File: src/rtl/mem_port_arbiter.sv
// Two-requester arbiter (speculative loads vs committed stores) for the single d-cache port.
// Optional perf counters are enabled by defining MEM_PORT_ARB_PERF_EN.
module mem_port_arbiter #(
  parameter int unsigned ADDR_W     = 32,
  parameter int unsigned DATA_W     = 32,
  parameter int unsigned IDX_W      = 4,
  parameter int unsigned STARVE_MAX = 4
) (
  input  logic              clk,
  input  logic              rst_n,
  input  logic              dc_miss,
  input  logic              flush,
  input  logic              ld_req,
  input  logic [ADDR_W-1:0] ld_addr,
  input  logic [IDX_W-1:0]  ld_idx,
  output logic              ld_gnt,
  input  logic              st_req,
  input  logic [ADDR_W-1:0] st_addr,
  input  logic [DATA_W-1:0] st_data,
  input  logic              st_full,
  output logic              st_gnt,
  output logic              o_valid,
  output logic              o_mem_action,
  output logic [ADDR_W-1:0] o_addr,
  output logic [DATA_W-1:0] o_data,
  output logic [IDX_W-1:0]  o_idx,
`ifdef MEM_PORT_ARB_PERF_EN
  output logic              o_nop,
  output logic [31:0]       perf_conflict_cnt,
  output logic [31:0]       perf_force_cnt,
  output logic [31:0]       perf_miss_cycles
`else
  output logic              o_nop
`endif
);

  localparam logic [3:0] StarveMax = 4'(STARVE_MAX);
  localparam logic       MemRead   = 1'b0;
  localparam logic       MemWrite  = 1'b1;

  typedef enum logic [1:0] {LoadFav, StoreFav, StoreForce} state_e;

  state_e     state_q, state_d;
  logic [3:0] starve_q, starve_d;
  logic       ld_elig, st_elig;

  // Loads are speculative and die on flush; stores are committed and do not.
  assign ld_elig = ld_req & ~flush & ~dc_miss;
  assign st_elig = st_req & ~dc_miss;

  always_ff @(posedge clk) begin
    if (!rst_n) begin
      state_q  <= LoadFav;
      starve_q <= '0;
    end else begin
      state_q  <= state_d;
      starve_q <= starve_d;
    end
  end

  always_comb begin
    state_d  = state_q;
    starve_d = starve_q;
    if (!dc_miss) begin
      unique case (state_q)
        LoadFav: begin
          if (st_gnt) begin
            starve_d = '0;
          end else if (ld_gnt && st_req && starve_q != 4'hF) begin
            starve_d = starve_q + 4'd1;
          end
          if (st_full) begin
            state_d = StoreForce;
          end else if (starve_d == StarveMax) begin
            state_d = StoreFav;
          end
        end
        StoreFav: begin
          if (st_gnt) begin
            state_d  = LoadFav;
            starve_d = '0;
          end
        end
        StoreForce: begin
          if (st_gnt) begin
            starve_d = '0;
          end
          if (!st_full && (st_gnt || !st_req)) begin
            state_d  = LoadFav;
            starve_d = '0;
          end
        end
        default: begin
          state_d  = LoadFav;
          starve_d = '0;
        end
      endcase
    end
  end

  always_comb begin
    ld_gnt = 1'b0;
    st_gnt = 1'b0;
    if (ld_elig && st_elig) begin
      if (state_q == LoadFav) begin
        ld_gnt = 1'b1;
      end else begin
        st_gnt = 1'b1;
      end
    end else begin
      ld_gnt = ld_elig;
      st_gnt = st_elig;
    end
  end

  always_ff @(posedge clk) begin
    if (!rst_n) begin
      o_valid      <= 1'b0;
      o_mem_action <= MemRead;
      o_addr       <= '0;
      o_data       <= '0;
      o_idx        <= '0;
      o_nop        <= 1'b1;
    end else if (dc_miss) begin
      // Keep the access so the miss completes; only its result is discarded.
      if (flush && o_mem_action == MemRead) begin
        o_nop <= 1'b1;
      end
    end else if (ld_gnt) begin
      o_valid      <= 1'b1;
      o_mem_action <= MemRead;
      o_addr       <= ld_addr;
      o_data       <= '0;
      o_idx        <= ld_idx;
      o_nop        <= 1'b0;
    end else if (st_gnt) begin
      o_valid      <= 1'b1;
      o_mem_action <= MemWrite;
      o_addr       <= st_addr;
      o_data       <= st_data;
      o_idx        <= '0;
      o_nop        <= 1'b0;
    end else begin
      o_valid <= 1'b0;
      o_nop   <= 1'b1;
    end
  end

`ifdef MEM_PORT_ARB_PERF_EN
  always_ff @(posedge clk) begin
    if (!rst_n) begin
      perf_conflict_cnt <= '0;
      perf_force_cnt    <= '0;
      perf_miss_cycles  <= '0;
    end else begin
      if (ld_elig && st_elig) perf_conflict_cnt <= perf_conflict_cnt + 32'd1;
      if (state_q == StoreForce) perf_force_cnt <= perf_force_cnt + 32'd1;
      if (dc_miss) perf_miss_cycles <= perf_miss_cycles + 32'd1;
    end
  end
`else
`endif

endmodule
File: config.mk
export PLATFORM = sky130hd
export DESIGN_NAME = mem_port_arbiter
export DESIGN_NICKNAME = d
export VERILOG_FILES = /design/src/rtl/mem_port_arbiter.sv
export SDC_FILE = /design/constraint.sdc
export NUM_CORES = 1
export LEC_CHECK = 0
export ABC_AREA = 1
export BUFFER_PORTS_ARGS = -buffer_cell sky130_fd_sc_hd__buf_4
export CORE_MARGIN = 4
export CORE_UTILIZATION = 30
export CTS_CLUSTER_DIAMETER = 120
export DETAILED_ROUTE_END_ITERATION = 12
export GPL_TIMING_DRIVEN = 1
export PLACE_DENSITY = 0.57
export SETUP_SLACK_MARGIN = 0.3
export SYNTH_ARGS = -nofsm -noshare
export SYNTH_HDL_FRONTEND = slang
export SYNTH_SLANG_ARGS = --single-unit
File: constraint.sdc
create_clock -name clk -period 2.1 [get_ports clk]
set_input_delay 0.525 -clock clk [delete_from_list [all_inputs] [get_ports clk]]
set_output_delay 0.525 -clock clk [all_outputs]
set_load 0.01 [all_outputs]
==> run_results.csv, run 1 <==
group,metric,value,unit
outcome,status,"finished clean",
sta,grt_setup_unrepaired,"true",
yosys,synthesis.nets,594,
final_layout,fin_nets,770,
power_and_ir_drop,p_leak,2.69,nW
routing,vias,3699,
clocking,cts_made_buffers,9,
yosys,ys_seq_elements,77,
sta,period_needed,1.76,ns
floorplan,die_y,118,µm
critical_path,cp_top_family,"flip-flops",
yosys,ys_warn_count,0,
final_layout,instances_no_fill,809,
sta,period_share,83.7,%
power_and_ir_drop,max-vdd-ir-drop,0.405,mV
yosys,avgSynthCellArea,7.41,µm²
critical_path,cp_slowest_cell,"dfxtp_2",
yosys,synth_cells,486,
yosys,async_flop_share,0,%
worst_hold_path,hp-class,"in2reg",
clocking,cts_root_buffer,"clkbuf_16",
global_route,grt_pass1_wl,18100,µm
sta,worst_pin_slew,0.650,ns
clocking,clockBufferDepth,2,
critical_path,worstPathArrival,1.23,ns
critical_path,slowest_delay,0.35,ns
critical_path,r2r-end,"o_addr[30]",
sta,max_freq,569,MHz
routing,antenna_left,0,
power_and_ir_drop,p_per_area,771,mW/mm²
critical_path,cp-start-kind,"register",
yosys,synth_top_area_share,42.8,%
critical_path,critPathLaunch,"state_q[0]",
floorplan,start_util,31.1,%
final_layout,fillers,1170,
clocking,h-tree-depth,3,
final_layout,drive_gt1_share,39.5,%
global_route,grt_max_degree,45,
sta,relSlewSlack,56.6,%
critical_path,reg2reg_from,"state_q[1]",
placement,dp.cells,787,
sta,setup_viol,0,
routing,drc,0,
placement,gp_congestion,0.861,
clocking,cts_tree,"built",
floorplan,io_pins,180,
sta,whs,0.449,ns
sta,hold_viol,0,
critical_path,worstSetupPathType,"reg2out",
final_layout,syn_to_final_growth,51.1,%
routing,drt_iter0_drc,251,
global_route,grt_overflow_total,0,
yosys,synth.area.top_cells,"dfxtp_1 43%, nand2_1 15%, o211ai_1 6.9%",
critical_path,worstPathMaxFanout,6,
floorplan,die_x,118,µm
yosys,synth_area,0.00360,mm²
job,maxCapViolations,0,
yosys,ys_seq_area_share,42.8,%
critical_path,r2r_setup_slack,0.50,ns
yosys,dominantRegCellSynth,"dfxtp_1",
critical_path,path_buf_inv,2,
clocking,clock-sinks,77,
floorplan,core_area,0.0116,mm²
critical_path,worstPathRequired,1.57,ns
routing,via_per_inst,4.57,
global_route,grt_pass1_vias,3617,
critical_path,ff2ff_path_depth,10,
final_layout,num_antenna_cells,0,
critical_path,crit_path_cell_trace,"nor2_4, nand2_1, nand2_4, inv_4, buf_4",
yosys,synth_edf_count,0,
placement,hpwl,8180,µm
routing,first_pass_iters,4,
clocking,clk_pin_slew_worst_paths,0.06,ns
yosys,ys_types,26,
floorplan,die_area,0.0138,mm²
global_route,antenna_found_initial,0,
clocking,clock_latency,0.33,ns
yosys,yosys.area.top_type,"dfxtp_1",
global_route,grt_usage,15.8,%
routing,drt_wl_total,11200,µm
sta,finalClockSkew,0.00461,ns
placement,place.port_buffers,179,
sta,setup_tns,0,ns
floorplan,rows,39,
critical_path,worst-path-stages,5,
critical_path,crit_path_end_kind,"output pin",
sta,finalMaxSlewViolations,0,
clocking,hold_buffers,0,
critical_path,crit_path_end,"st_gnt",
routing,routedWlPerCell,13.8,µm
## stage by stage
step | total power [mW] | setup slack (ns) | utilization, % | cell area [µm²]
2_1_floorplan | 1.96 | 0.317 | - | 3600
3_3_place_gp | 2.31 | 0.0422 | 43.2 | 5000
3_5_place_dp | 2.32 | 0.0276 | 43.2 | 5000
4_1_cts | 4.24 | 0.291 | 46.6 | 5390
5_1_grt | 4.39 | 0.282 | 47.0 | 5440
6_report | 4.19 | 0.343 | 47.0 | 5440
## worst min-delay path by stage
stage | from | endpoint | cells after the start
6_report | ld_idx[3] | o_idx[3] | 3
3_5_place_dp | o_data[12] | o_data[12] | 2
2_1_floorplan | starve_q[1] | starve_q[1] | 2
5_1_grt | ld_idx[3] | o_idx[3] | 3
4_1_cts | ld_idx[3] | o_idx[3] | 3
3_3_place_gp | o_data[4] | o_data[4] | 2
## kinds of logic after synthesis
family                     count (synthesis)  share of synthesized area [%]
and+or+nand+nor                          239                           30.6
buffers and inverters                     85                           11.7
AOI/OAI and AO/OA                         83                           14.3
DFF                                       77                           42.8
xor gates and xnor gates                   1                          0.243
adders and majority gates                  1                          0.348
## worst min-delay path, stage by stage
cell and delay, ns:
buf_4 0.11, nand2_1 0.05, a21oi_1 0.05
## layout make-up
class                      instances  area [µm²]  area share (%)
clock buffer                      11         243            4.46
clock inverter                     4         120            2.21
inverter                          55         214            3.93
tap                              143         179            3.29
timing repair buffer             195        1490            27.5
multi-input combinational        324        1650            30.3
sequential                        77        1540            28.4
## flip-flops by register name (all words and copies together), names as in the netlist
| name | count |
|---|---|
| state_q | 2 |
| o_data | 32 |
| o_addr | 32 |
| o_idx | 4 |
| starve_q | 4 |
| o_nop | 1 |
| o_mem_action | 1 |
| o_valid | 1 |
## report_power, final
group / switching [mW] / internal [mW] / total, mW
combinational: 0.348 / 0.349 / 0.698
clock: 0.588 / 1.31 / 1.90
sequential: 0.0499 / 1.55 / 1.60
total: 0.986 / 3.21 / 4.19
## metal layers
metal	vias up	wire (µm)	GRT usage [%]
met2	174	4730	23.7
li1	1910	-	-
met1	1601	4970	20.4
met5	-	0	0
met3	14	1280	6.82
met4	0	182	5.27
## placed cells by master (no fill, tap or decap), drive strengths merged
master | Yosys | routed
nand4 | 4 | 4
buf | 24 | 195
nor2 | 20 | 20
inv | 55 | 55
o211ai | 33 | 33
a21oi | 45 | 45
nand3 | 40 | 40
clkbuf | 6 | 11
dfxtp | 77 | 77
xor2 | 1 | 1
bufinv | 0 | 4
o21ai | 5 | 5
nand2 | 175 | 175
ha | 1 | 1
## cells in the mapped netlist (2+ instances only)
cell type,instances
nand2_1,144
nand4_1,4
o211ai_1,33
nand3_1,35
buf_4,4
a21oi_1,43
nand2_2,30
buf_6,3
inv_1,47
clkbuf_1,6
nor2_4,2
nor2_1,15
o21ai_0,4
buf_12,3
nand3_2,5
nor2_2,2
buf_2,14
inv_2,8
dfxtp_1,77
## repair_timing
item / in CTS / in global routing
setup buffers: 2 / 5
pin swaps: 2 / 3
gates resized for setup: 5 / 5
setup endpoints to repair: 2 / 34
(Power assumes the default switching activity.)
==> run 2, diff against run 1 <==
clock period = 1.79 ns   (was 2.1 ns; I/O delays follow)
==> run_results.csv, run 2 (synthesis gave the netlist of run 1 again) <==
group,metric,value,unit
outcome,status,"finished clean",
job,maxCapViolations,0,
placement,placed_area,0.00506,mm²
sta,finalMaxSlewViolations,0,
clocking,clock_latency,0.33,ns
global_route,grt_max_degree,60,
critical_path,ff2ff_path_depth,10,
global_route,met1_usage,20.5,%
routing,vias,3795,
worst_hold_path,hp-class,"in2reg",
floorplan,io_pins,180,
final_layout,final_common_cell,"buf_4",
sta,finalClockSkew,0.00754,ns
global_route,antenna_found_initial,0,
floorplan,core_area,0.0116,mm²
global_route,busiest_layer,"met2",
critical_path,worstPathMaxFanout,3,
final_layout,final_design_area_no_fill,0.00560,mm²
floorplan,die_x,118,µm
critical_path,worstSetupPathType,"in2out",
final_layout,drive_gt1_share,42.8,%
routing,drt_wl_total,11600,µm
clocking,clk_pin_slew_worst_paths,0.07,ns
routing,drc,0,
power_and_ir_drop,p_leak,2.76,nW
sta,period_needed,1.65,ns
global_route,use_met2,27.1,%
floorplan,rows,39,
routing,drt_iter0_drc,172,
clocking,cts_tree,"built",
critical_path,reg2reg_from,"state_q[0]",
clocking,hold_buffers,0,
critical_path,crit_path_cell_trace,"buf_4, inv_6, nor2_4, nand2_4, a21oi_4, buf_12, buf_8",
clocking,clockBufferDepth,2,
clocking,cts_root_buffer,"clkbuf_16",
clocking,clock-sinks,77,
clocking,cts_made_buffers,9,
global_route,grt_pass1_vias,3837,
critical_path,cp_slowest_cell,"a21oi_4",
placement,hpwl,8460,µm
sta,hold_viol,0,
sta,max_freq,608,MHz
final_layout,top_regs,"o_addr: 32 flops, o_data: 32 flops",
critical_path,worstPathRequired,1.34,ns
sta,whs,0.367,ns
power_and_ir_drop,p_per_area,823,mW/mm²
placement,gp_congestion,0.807,
routing,first_pass_iters,4,
floorplan,die_y,118,µm
sta,relSlewSlack,74.4,%
critical_path,cp-start-kind,"input pin",
critical_path,r2r_setup_slack,0.33,ns
sta,period_share,92.0,%
critical_path,r2r-end,"o_addr[7]",
final_layout,num_antenna_cells,0,
sta,setup_viol,0,
final_layout,layout_common_cells,"197 x buf_4, 139 x nand2_1, 73 x dfxtp_1, 45 x inv_1, 42 x a21oi_1",
global_route,use_met3,5.62,%
critical_path,crit_path_end_kind,"output pin",
final_layout,fin_nets,781,
floorplan,start_util,31.1,%
critical_path,crit_path_end,"ld_gnt",
routing,routedWlPerCell,14.1,µm
clocking,h-tree-depth,3,
critical_path,slowest_delay,0.16,ns
routing,via_per_inst,4.62,
routing,antenna_left,0,
global_route,grt_overflow_total,0,
critical_path,worstPathArrival,1.20,ns
global_route,grt_pass1_wl,19000,µm
sta,grt_setup_unrepaired,"true",
sta,worst_pin_slew,0.383,ns
placement,place.port_buffers,179,
power_and_ir_drop,power.total,4.61,mW
critical_path,critPathLaunch,"ld_req",
floorplan,die_area,0.0138,mm²
power_and_ir_drop,max-vdd-ir-drop,0.518,mV
final_layout,syn_to_final_growth,55.6,%
global_route,grt_usage,16.6,%
## run 2: cell count changes in the layout (fill, tap and decap cells not counted), sizes merged
| cell | delta |
|---|---|
| buf | +11 |
| bufinv | -3 |
| clkbuf | -2 |
| clkinv | +3 |
| inv | +3 |
## run 2: report_power, final
group | switching [mW] | total [mW] | internal (mW)
Sequential | 0.0617 | 1.88 | 1.81
Clock | 0.760 | 1.86 | 1.10
Combinational | 0.425 | 0.873 | 0.448
## run 2: worst max-delay path, delay by kind of cell
kind                   cells  cell delay (ns)
and+or+nand+nor            2             0.23
buffers and inverters      4             0.36
AOI/OAI and AO/OA          1             0.16
## run 2: how the worst min path moves through the flow
stage / start / end / depth (start not counted)
final: ld_idx[1] / o_idx[1] / 3
after global routing: st_data[20] / o_data[20] / 3
after CTS: ld_idx[1] / o_idx[1] / 3
after detailed placement: o_data[18] / o_data[18] / 2
after global placement: o_data[3] / o_data[3] / 2
after floorplan: starve_q[1] / starve_q[1] / 2
## run 2: area by class of cell
type | count | area (µm²)
clock buffer | 9 | 225
clock inverter | 7 | 81.3
fill | 1129 | 5960
inverter | 55 | 236
multi-input combinational | 324 | 1700
sequential | 77 | 1550
tap | 143 | 179
timing repair buffer | 206 | 1630
## run 2: what timing repair did
item | CTS | global route
pin swaps | 4 | 8
cloned | 0 | 0
endpoints found under the setup margin | 34 | 66
hold endpoints to repair | 0 | 0
gates resized for setup | 15 | 27
buffers inserted | 9 | 5
## run 2: per-stage QoR
step                TNS, ns  cells  util [%]  setup WS, ns
floorplan                 0    486         -         0.248
CTS                       0    816      47.4         0.134
finish                    0    821      48.4         0.144
global route              0    821      48.4         0.106
global placement    -0.0103    791      43.8      -0.00651
detailed placement   -0.575    791      43.8       -0.0381
## run 2: metal layers
layer  vias up  wire length [µm]
met4         0               199
met2       165              5150
met1      1668              5160
met5         -                 0
li1       1946                 -
met3        16              1050
